===== src/rtl/fetch_stage.sv =====
// Instruction-fetch stage: owns the PC and the single-outstanding imem handshake,
// and loads the IF/ID register feeding decode (stalls, redirects, bubbles).
module fetch_stage #(
  parameter logic [31:0] RESET_PC  = 32'h0000_0000,
  parameter logic [31:0] NOP_INSTR = 32'h0000_0013
) (
  input  logic        clock,
  input  logic        reset,
  input  logic        pc_enable,
  input  logic        if_id_enable,
  input  logic        mux_sel_IF,
  input  logic [31:0] pc_branch_value,
  output logic        imem_req,
  output logic [31:0] imem_addr,
  input  logic        imem_gnt,
  input  logic        imem_rvalid,
  input  logic [31:0] imem_rdata,
  output logic [31:0] instruction,
  output logic [31:0] pc,
  output logic        fetch_valid
);

  // state  | meaning
  // IDLE   | out of reset, request starts next cycle
  // REQ    | imem_req high at pc_reg, waiting for grant
  // WAIT   | granted, waiting for rvalid (dropped if discard set)
  // HOLD   | response captured while stalled, waiting for enables
  typedef enum logic [1:0] {S_IDLE, S_REQ, S_WAIT, S_HOLD} state_t;

  state_t      state;
  logic [31:0] pc_reg;
  logic [31:0] fetch_pc;
  logic [31:0] hold_instr;
  logic [31:0] hold_pc;
  logic        discard;

  logic        redirect;
  logic        advance;
  logic        deliver;
  logic [31:0] deliver_instr;
  logic [31:0] deliver_pc;
  logic [31:0] branch_target;

  always_comb begin
    redirect      = mux_sel_IF & if_id_enable;
    advance       = pc_enable & if_id_enable;
    branch_target = pc_branch_value & 32'hFFFF_FFFC;
    deliver       = 1'b0;
    deliver_instr = imem_rdata;
    deliver_pc    = fetch_pc;
    if (!redirect) begin
      case (state)
        S_WAIT: deliver = imem_rvalid & ~discard & advance;
        S_HOLD: begin
          deliver       = advance;
          deliver_instr = hold_instr;
          deliver_pc    = hold_pc;
        end
        default: deliver = 1'b0;
      endcase
    end
  end

  assign imem_req  = (state == S_REQ);
  assign imem_addr = pc_reg;

  always_ff @(posedge clock or negedge reset) begin
    if (!reset) begin
      state      <= S_IDLE;
      pc_reg     <= RESET_PC;
      fetch_pc   <= 32'h0;
      hold_instr <= 32'h0;
      hold_pc    <= 32'h0;
      discard    <= 1'b0;
    end else begin
      case (state)
        S_IDLE: state <= S_REQ;
        S_REQ: begin
          if (redirect) pc_reg <= branch_target;
          if (imem_gnt) begin
            fetch_pc <= pc_reg;
            state    <= S_WAIT;
            // granted on the old address while redirecting: its data is stale
            discard  <= redirect;
          end
        end
        S_WAIT: begin
          if (redirect) begin
            pc_reg <= branch_target;
            if (imem_rvalid) begin
              discard <= 1'b0;
              state   <= S_REQ;
            end else begin
              discard <= 1'b1;
            end
          end else if (imem_rvalid) begin
            if (discard) begin
              discard <= 1'b0;
              state   <= S_REQ;
            end else if (advance) begin
              pc_reg <= fetch_pc + 32'd4;
              state  <= S_REQ;
            end else begin
              hold_instr <= imem_rdata;
              hold_pc    <= fetch_pc;
              state      <= S_HOLD;
            end
          end
        end
        S_HOLD: begin
          if (redirect) begin
            pc_reg <= branch_target;
            state  <= S_REQ;
          end else if (advance) begin
            pc_reg <= hold_pc + 32'd4;
            state  <= S_REQ;
          end
        end
        default: state <= S_IDLE;
      endcase
    end
  end

  always_ff @(posedge clock or negedge reset) begin
    if (!reset) begin
      instruction <= NOP_INSTR;
      pc          <= 32'h0;
      fetch_valid <= 1'b0;
    end else if (redirect) begin
      instruction <= NOP_INSTR;
      fetch_valid <= 1'b0;
    end else if (deliver) begin
      instruction <= deliver_instr;
      pc          <= deliver_pc;
      fetch_valid <= 1'b1;
    end else if (if_id_enable) begin
      instruction <= NOP_INSTR;
      fetch_valid <= 1'b0;
    end
  end

endmodule


===== config.mk =====
export PLATFORM = sky130hd
export DESIGN_NAME = fetch_stage
export DESIGN_NICKNAME = d
export VERILOG_FILES = /design/src/rtl/fetch_stage.sv
export SDC_FILE = /design/constraint.sdc
export NUM_CORES = 1
export LEC_CHECK = 0
export ABC_AREA = 1
export CORE_MARGIN = 4
export CORE_UTILIZATION = 30
export DETAILED_ROUTE_END_ITERATION = 10
export GPL_ROUTABILITY_DRIVEN = 0
export PLACE_DENSITY_LB_ADDON = 0.1
export SLEW_MARGIN = 20
export SYNTH_ARGS = -nofsm -noshare
export SYNTH_HDL_FRONTEND = slang
export SYNTH_SLANG_ARGS = --single-unit

===== constraint.sdc =====
create_clock -name clock -period 2.6 [get_ports clock]
set_input_delay 0.39 -clock clock [delete_from_list [all_inputs] [get_ports clock]]
set_output_delay 0.39 -clock clock [all_outputs]
set_load 0.1 [all_outputs]

==> results of run 1 <==
routing by layer:
| metal | part of all wire [%] | routed length, microns |
|---|---|---|
| met1 | 44 | 15600 |
| met5 | 0.057 | 20 |
| met3 | 6.4 | 2250 |
| met2 | 47 | 16800 |
| met4 | 2.1 | 751 |
cells in the final DEF, fill, tap and decap left out, types with 3 or more instances in the layout:
master,instances
clkinv_4,4
dfrtp_1,193
buf_12,9
inv_1,159
inv_2,5
o21ai_0,130
nand3b_1,4
nand2_2,3
nand2_1,389
o21ai_1,6
a21oi_1,92
buf_4,115
inv_6,4
nor2_4,3
clkdlybuf4s50_1,67
inv_8,3
o22ai_1,33
a31oi_1,35
nand4_1,6
clkbuf_8,4
clkbuf_16,17
nor2_1,196
nand3_1,61
nor2_2,4
dfstp_2,3
ha_1,6
worst paths after layout:
check / start / endpoint / slack, ns / depth (start not counted)
max: fetch_pc[9] / imem_addr[17] / 0.42 / 8
min: reset / fetch_pc[3] / 0.48 / 2
max reg2reg: fetch_pc[9] / imem_addr[17] / 0.42 / 8
min reg2reg: hold_instr[19] / hold_instr[19] / 0.48 / 2
max in group asynchronous: reset / instruction[0] / 1.36 / 3
min in group clock: hold_instr[19] / hold_instr[19] / 0.48 / 2
power groups by stage:
| stage | sequential [mW] | clock [mW] | combinational (mW) |
|---|---|---|---|
| floorplan | 9.24 | 0 | 3.66 |
| finish | 5.71 | 2.65 | 10.1 |
| detailed placement | 5.76 | 0 | 10.2 |
| global placement | 5.75 | 0 | 10.1 |
| global route | 5.91 | 2.88 | 11.0 |
| CTS | 5.70 | 2.75 | 10.2 |
metrics by stage:
stage	power [mW]	instance area [sq um]	worst slack [ns]
finish	18.5	12900	0.416
global route	19.7	12900	0.213
CTS	18.7	12900	0.455
detailed placement	16.0	12300	0.364
global placement	15.9	12300	0.393
floorplan	12.9	10300	0.261
timing repair:
action,4_1_cts,5_1_grt
hold buffers,1,0
setup endpoints to repair,0,0
hold endpoints to repair,36,0
cell type report:
cell class	count	share of cell area (%)
inverter	165	4.81
sequential	196	38.1
clock buffer	20	3.62
timing repair buffer	193	13.5
clock inverter	12	0.863
multi-input combinational	989	34.8
tap	448	4.35
logic make-up after synthesis:
group	after synthesis	share of synthesized area, %
AOI/OAI and AO/OA	307	16.2
xor gates and xnor gates	1	0.0850
adders and majority gates	7	0.849
buffers and inverters	229	8.88
DFF	196	47.6
muxes	1	0.109
and+or+nand+nor	673	26.2
critical path, delay by kind of cell (launching register included):
family,cells,cell delay [ns]
DFF,1,0.51
and+or+nand+nor,6,1.17
AOI/OAI and AO/OA,2,0.45
==> impl_metrics.toml, run 1 <==
[setup_path]
critPathLaunchType = "flip-flop"
slowest_stage = "dfrtp_1"
path_max_fanout = 6
cp-end-kind = "flip-flop"
path_class = "flip-flop to flip-flop"
worst_ep_required_time_ns = 2.97
cpMostUsedCell = "nor2_1"
cp.arrival_ns = 2.56
cpPeakStageDelay_ns = 0.51
cp_cell_sequence = "nand2_1, nor2_1, nand3_1, nor2_1, nor2_1, o21ai_0, nand2_1, a21oi_1"

[layout]
syn2layout_area_growth_pct = 25.1
nFillCells = 3659
seq_area_sq_um = 4910
stdcell_count = 2023
multiInputGateArea_sq_um = 4490
layout-drive-gt1-share_pct = 11.7
nets = 1640
diodes = 0
final_core_util_pct = 38.3

[floorplan]
dieArea_sq_um = 37400
dieWidth_microns = 193
start_util_pct = 30.6
core_area_sq_um = 33700
die_h_microns = 193
ios = 169
row_count = 67

[sta]
max_freq_ghz = 0.458
worst_pin_slew_ns = 0.475
holdWs_ns = 0.476
min_period_ns = 2.18
skew_ns = 0.0127
fin_tns_setup_ns = 0
setup_violations = 0
hold_violations = 0
rsz0062_at_grt = "false"
maxSlewViolCount = 0
finalCritPeriodShare_pct = 84.0
maxSlewHeadroom_pct = 68.4

[logic_synthesis]
synth-async-reset-ratio_pct = 100
synthFlopType = "dfrtp_1"
synth_enable_flop_cells = 0
synthTopCellsByArea = "dfrtp_1 (47%), nand2_1 (14%), nor2_1 (7.1%)"
ys_ff_latch = 196
synth_nets = 1492
synth_most_common_cell = "nand2_1"
synth_area_sq_um = 10300
synth_warnings = 0
yosysTopAreaCellShare_pct = 46.8
avgSynthCellArea_sq_um = 7.29
synthCells = 1414
synth.top_cells.by_count = "nand2_1 (390), nor2_1 (196), dfrtp_1 (193)"
ys_types = 40
synth_top_area_cell = "dfrtp_1"
seq_area_frac_synth_pct = 47.6

[routing]
drc = 0
viasPerCell = 4.79
wl_microns = 35400
num_vias = 9699
drtAntennaViolNets = 0
drtPass1Iterations = 5
drtIter0Drc = 622
wl_per_cell_microns = 17.5

[power_and_ir_drop]
p_seq_share_pct = 30.9
powerDensity_nw_per_um2 = 1430
p_leak_nw = 6.05
intPower_mw = 8.11
clkPwrFrac_pct = 14.4
pwr-share-comb_pct = 54.7
switchingPower_mw = 10.3
peakVddDrop_uv = 776
swShare_pct = 56.1

[clocking]
cts_made_buffers = 17
cts.sinks = 196
postCtsSetupBuffers = 0
clock-root-buffer = "clkbuf_16"
postCtsResizedCells = 0
cts_tree = "built"
htreeDepth = 4
clk_pin_slew_ns = 0.08
worstSkewPairLatency_ns = 0.44
cts_buffer_depth = 2

[global_routing]
grt.total_usage_pct = 18.9
grt_max_degree = 98
grt-ovfl-total = 0
grt_pass1_vias = 9713
grt.busiest_layer = "met2"
antenna_found_initial = 1
grt_use_met1_pct = 25.3
met2_usage_pct = 30.9
grt_first_pass_wirelength_microns = 56600
use_met3_pct = 4.49

[placement]
port_buffers = 166
dp_cells = 1990
hpwl_microns = 26000

[run_status]
status = "completed"

[run]
maxCapViolCount = 0

[hold_path]
min_path_type = "input pin to async pin"
Note: power is estimated with default switching activity, not from simulation.
==> run 2, diff against run 1 <==
Clock period 2.6 ns to 2.1 ns, I/O delays scaled along.
==> run 2 against run 1 <==
Compared with the run above: combinational power increased by 29%; critical path depth increased by 2; setup slack got worse by 0.28 ns; maximum frequency increased by 11%; highest routed layer unchanged; routed wire length increased by 1.2%; utilization increased by 0.81 points; global-route usage increased by 0.12 points; non-clock buffer count increased by 28.
==> impl_metrics.toml, run 2 (synthesized netlist as in run 1, its figures left out) <==
[setup_path]
path_max_fanout = 6
cpMostUsedCell = "nand2_1"
cp.arrival_ns = 2.33
slowest_stage = "dfrtp_1"
path_class = "flip-flop to flip-flop"
worst_ep_required_time_ns = 2.47
critPathLaunchType = "flip-flop"
cp_cell_sequence = "nand2_1, nor2_1, nand2_1, nor2_1, nand2_1, nand2_1, nand3_1, nand2_1, nand2_1, a21oi_1"
cp-end-kind = "flip-flop"
cpPeakStageDelay_ns = 0.53

[routing]
drc = 0
viasPerCell = 4.75
wl_per_cell_microns = 17.5
num_vias = 9744
drtIter0Drc = 629
drtPass1Iterations = 6
wl_microns = 35800
drtAntennaViolNets = 0

[floorplan]
dieArea_sq_um = 37400
start_util_pct = 30.6
row_count = 67
die_h_microns = 193
ios = 169
core_area_sq_um = 33700
dieWidth_microns = 193

[clocking]
htreeDepth = 4
cts_buffer_depth = 2
cts.sinks = 196
clk_pin_slew_ns = 0.08
cts_made_buffers = 17
worstSkewPairLatency_ns = 0.45
clock-root-buffer = "clkbuf_16"
cts_tree = "built"

[power_and_ir_drop]
peakVddDrop_uv = 956
pwr-share-comb_pct = 55.8
switchingPower_mw = 13.0
intPower_mw = 10.3
p_seq_share_pct = 30.2
powerDensity_nw_per_um2 = 1770
p_leak_nw = 6.21
clkPwrFrac_pct = 14.0
swShare_pct = 55.6

[sta]
fin_tns_setup_ns = 0
maxSlewHeadroom_pct = 70.2
maxSlewViolCount = 0
setup_violations = 0
holdWs_ns = 0.395
rsz0062_at_grt = "false"
setup_slack_ns = 0.136
worst_pin_slew_ns = 0.447
max_freq_ghz = 0.509
finalCritPeriodShare_pct = 93.5
hold_violations = 0
skew_ns = 0.0109
min_period_ns = 1.96

[global_routing]
antenna_found_initial = 2
grt.total_usage_pct = 19.0
grt_first_pass_wirelength_microns = 56800
grt_pass1_vias = 9855
grt_max_degree = 65
grt-ovfl-total = 0

[placement]
dp_cells = 2017
preCtsSetupSlack_ns = 0.0665
hpwl_microns = 26900
port_buffers = 166

[layout]
mostFrequentLayoutCell = "nand2_1"
syn2layout_area_growth_pct = 27.7
final_core_util_pct = 39.1
nets = 1668
final_cell_mix = "nand2_1 (389), nor2_1 (196), dfrtp_1 (193), inv_1 (159), buf_4 (138)"
nFillCells = 3656
layout-drive-gt1-share_pct = 13.5
stdcell_count = 2051
diodes = 0

[run]
maxCapViolCount = 0

[run_status]
status = "completed"

[hold_path]
min_path_type = "input pin to async pin"
## run 2: changes by cell type in the layout (fill, tap and decap cells not counted), sizes merged
cell	previous run	this run
inv	171	172
buf	124	152
clkinv	5	8
clkbuf	21	18
clkinvlp	1	0
## run 2: what timing repair did
item,in CTS,in global routing
resized for setup,0,3
hold buffers,1,0
endpoints found under the hold margin,36,0
endpoints found under the setup margin,0,9
setup buffers,0,1
## run 2: path summary, 6_finish.rpt
path	from	to	slack [ns]	depth (start not counted)
setup / recovery	fetch_pc[10]	imem_addr[28]	0.14	10
max in group asynchronous	reset	instruction[17]	0.98	3
setup reg to reg	fetch_pc[10]	imem_addr[28]	0.14	10
min in group clock	imem_rdata[22]	hold_instr[22]	0.44	3
hold / removal	reset	hold_pc[2]	0.40	2
hold reg to reg	hold_instr[24]	hold_instr[24]	0.48	2
## run 2: through the flow
| stage | area (sq um) | power [mW] |
|---|---|---|
| 2_1_floorplan | 10300 | 16.0 |
| 3_3_place_gp | 12600 | 20.0 |
| 3_5_place_dp | 12600 | 20.1 |
| 4_1_cts | 13200 | 23.5 |
| 5_1_grt | 13200 | 24.9 |
| 6_report | 13200 | 23.3 |
## run 2: worst max-delay path: cells and delay by family (launching register included)
family | cells | cell delay, ns
flip-flops | 1 | 0.53
AND/OR/NAND/NOR | 9 | 1.23
AO/OA/AOI/OAI | 1 | 0.13
## run 2: layout make-up
| cell class | count | area (sq um) | share of cell area, % |
|---|---|---|---|
| flip-flops and latches | 196 | 4910 | 37.3 |
| multi-input cells | 989 | 4500 | 34.2 |
| repair buffers | 221 | 2010 | 15.3 |
| inverters | 165 | 621 | 4.71 |
| well taps | 448 | 561 | 4.26 |
| clock buffers | 17 | 425 | 3.23 |
| clock inverters | 15 | 143 | 1.08 |
## run 2: routing by layer
metal / track usage (%) / up-vias / part of all wire [%]
li1: - / 4894 / -
met1: 25.9 / 4538 / 46
met2: 30.4 / 255 / 47
met3: 4.31 / 53 / 5.2
met4: 5.90 / 4 / 2.4
met5: 0 / - / 0.075
## run 2: power groups by stage
stage               combinational [mW]  clock (mW)  sequential [mW]
global placement                  13.0           0             7.06
CTS                               13.1        3.38             7.02
global route                      14.1        3.53             7.26
finish                            13.0        3.27             7.03
floorplan                         4.53           0             11.4
detailed placement                13.1           0             7.09
==> run 3, diff against run 2 <==
Settings changed: CORE_ASPECT_RATIO set to 1.75, CTS_BUF_LIST set to sky130_fd_sc_hd__clkbuf_8, GPL_TIMING_DRIVEN set to 0.
==> run 3 against run 2 <==
Compared with the run above: die area increased by 0.31%; global-route usage increased by 2.5 points; sequential power increased by 0.7%; first-iteration DRC count increased by 2.2%; clock skew increased by 0.0041 ns; combinational power about the same; maximum frequency decreased by 3.7%; sequential share of layout area increased by 0.11 points; clock power decreased by 13%; cell area decreased by 0.15%; via count increased by 3.3%; power decreased by 2.7%.
==> impl_metrics.toml, run 3 (synthesized netlist as in run 1, its figures left out) <==
[run_status]
status = "completed"

[layout]
layout-drive-gt1-share_pct = 11.4
syn2layout_area_growth_pct = 27.5
diodes = 0
mostFrequentLayoutCell = "nand2_1"
nets = 1683
final_cell_mix = "nand2_1 (388), dfrtp_1 (187), nor2_1 (185), inv_1 (159), o21ai_0 (130)"
final_core_util_pct = 38.8
final_cell_area_sq_um = 13100

[clocking]
worstSkewPairLatency_ns = 0.51
cts_buffer_depth = 2
cts.sinks = 196
cts_tree = "built"
clk_pin_slew_ns = 0.11
cts_made_buffers = 17
htreeDepth = 4
clock-root-buffer = "clkbuf_8"

[power_and_ir_drop]
clkPwrFrac_pct = 12.5
intPower_mw = 9.67
switchingPower_mw = 13.0
pwr-share-comb_pct = 56.3
swShare_pct = 57.3
p_seq_share_pct = 31.2
p_leak_nw = 6.05
powerDensity_nw_per_um2 = 1720
peakVddDrop_uv = 839

[setup_path]
crit_family = "buffers and inverters"
cp_cell_sequence = "dlygate4sd2_1"
cpPeakStageDelay_ns = 0.86
path_class = "flip-flop to output port"
rrSetupSlack_ns = 0.10
cp.arrival_ns = 1.72
reg2regPathDepth = 5
slowest_stage = "dlygate4sd2_1"
r2r-start = "state[1]"
critPathLaunchType = "flip-flop"
worst_ep_required_time_ns = 1.78
path_max_fanout = 2
cp.buffers_inverters = 1
cp.depth = 1
cp-end-kind = "output port"
r2r_end = "fetch_pc[0]"

[global_routing]
grt_max_degree = 92
grt_first_pass_wirelength_microns = 61200
grt.total_usage_pct = 21.5
antenna_found_initial = 0
grt_pass1_vias = 10522
grt-ovfl-total = 0

[floorplan]
ios = 169
core_area_sq_um = 33900
row_count = 89
start_util_pct = 30.5
dieArea_sq_um = 37500
dieWidth_microns = 148
die_h_microns = 253

[sta]
hold_violations = 0
worst_pin_slew_ns = 0.997
max_freq_ghz = 0.490
finalCritPeriodShare_pct = 97.1
maxSlewHeadroom_pct = 33.8
rsz0062_at_grt = "true"
fin_tns_setup_ns = 0
setup_slack_ns = 0.0601
setup_violations = 0
min_period_ns = 2.04
maxSlewViolCount = 0
skew_ns = 0.0150

[placement]
dpl_cell_area_sq_um = 12600
preCtsSetupSlack_ns = -0.345
hpwl_microns = 31400
port_buffers = 165

[routing]
drtPass1Iterations = 5
num_vias = 10061
drtAntennaViolNets = 0
drc = 0
viasPerCell = 4.85
drtIter0Drc = 643
wl_per_cell_microns = 19.4
wl_microns = 40200

[hold_path]
worstHoldEndpoint = "instruction[4]"
hold_depth = 3
min_path_type = "input pin to flip-flop"
hp-start = "if_id_enable"

[run]
maxCapViolCount = 0
-- run 3: changes by cell type in the layout (fill, tap and decap cells not counted), moves of 17 or more --
cell / before / now
buf_4: 138 / 7
clkbuf_2: 0 / 41
clkdlybuf4s15_1: 0 / 35
clkdlybuf4s15_2: 0 / 28
clkbuf_1: 0 / 22
clkbuf_8: 1 / 19
clkbuf_16: 17 / 0
-- run 3: metal layers --
layer,track usage (%),up-vias,wire [microns],part of all wire (%)
met5,0,-,0,0
met4,10.7,0,1990,4.9
met3,4.76,85,2070,5.1
met2,40.4,276,21700,54
met1,22.3,4770,14500,36
li1,-,4930,-,-
-- run 3: what timing repair did --
action,in CTS,in global routing
hold buffers,1,0
pin swaps,1,1
gates resized for setup,208,113
setup endpoints to repair,192,141
setup buffers,3,1
hold endpoints to repair,194,0
cloned,0,0
-- run 3: how the worst max path moves through the flow --
stage,start,end,slack [ns]
global route,state[1],fetch_pc[25],-0.02
detailed placement,state[0],pc[2],-0.34
CTS,imem_addr[23],imem_addr[23],0.0008
finish,pc[23],pc[23],0.06
global placement,reset,pc[6],-8.28
floorplan,state[1],imem_addr[5],0.12
-- run 3: power by group through the flow --
stage	Clock [mW]	Combinational, mW	Sequential (mW)
after floorplan	0	4.53	11.4
after global placement	0	12.9	7.11
after detailed placement	0	13.0	7.12
after CTS	2.91	12.8	7.04
after global routing	3.03	13.8	7.30
final	2.83	12.8	7.08
-- run 3: cell type report --
class	instances	area, sq um
fill	3625	20700
sequential	196	4920
multi-input combinational	989	4580
timing repair buffer	172	1660
inverter	165	639
tap	455	569
buffer	64	353
clock buffer	19	262
clock inverter	13	176
-- run 3: through the flow --
step,hold slack [ns],instances,power [mW]
after floorplan,0.0194,1414,16.0
after global placement,0.462,2034,20.0
after detailed placement,0.153,2036,20.1
after CTS,0.174,2072,22.7
after global routing,0.177,2073,24.1
final,0.200,2073,22.7
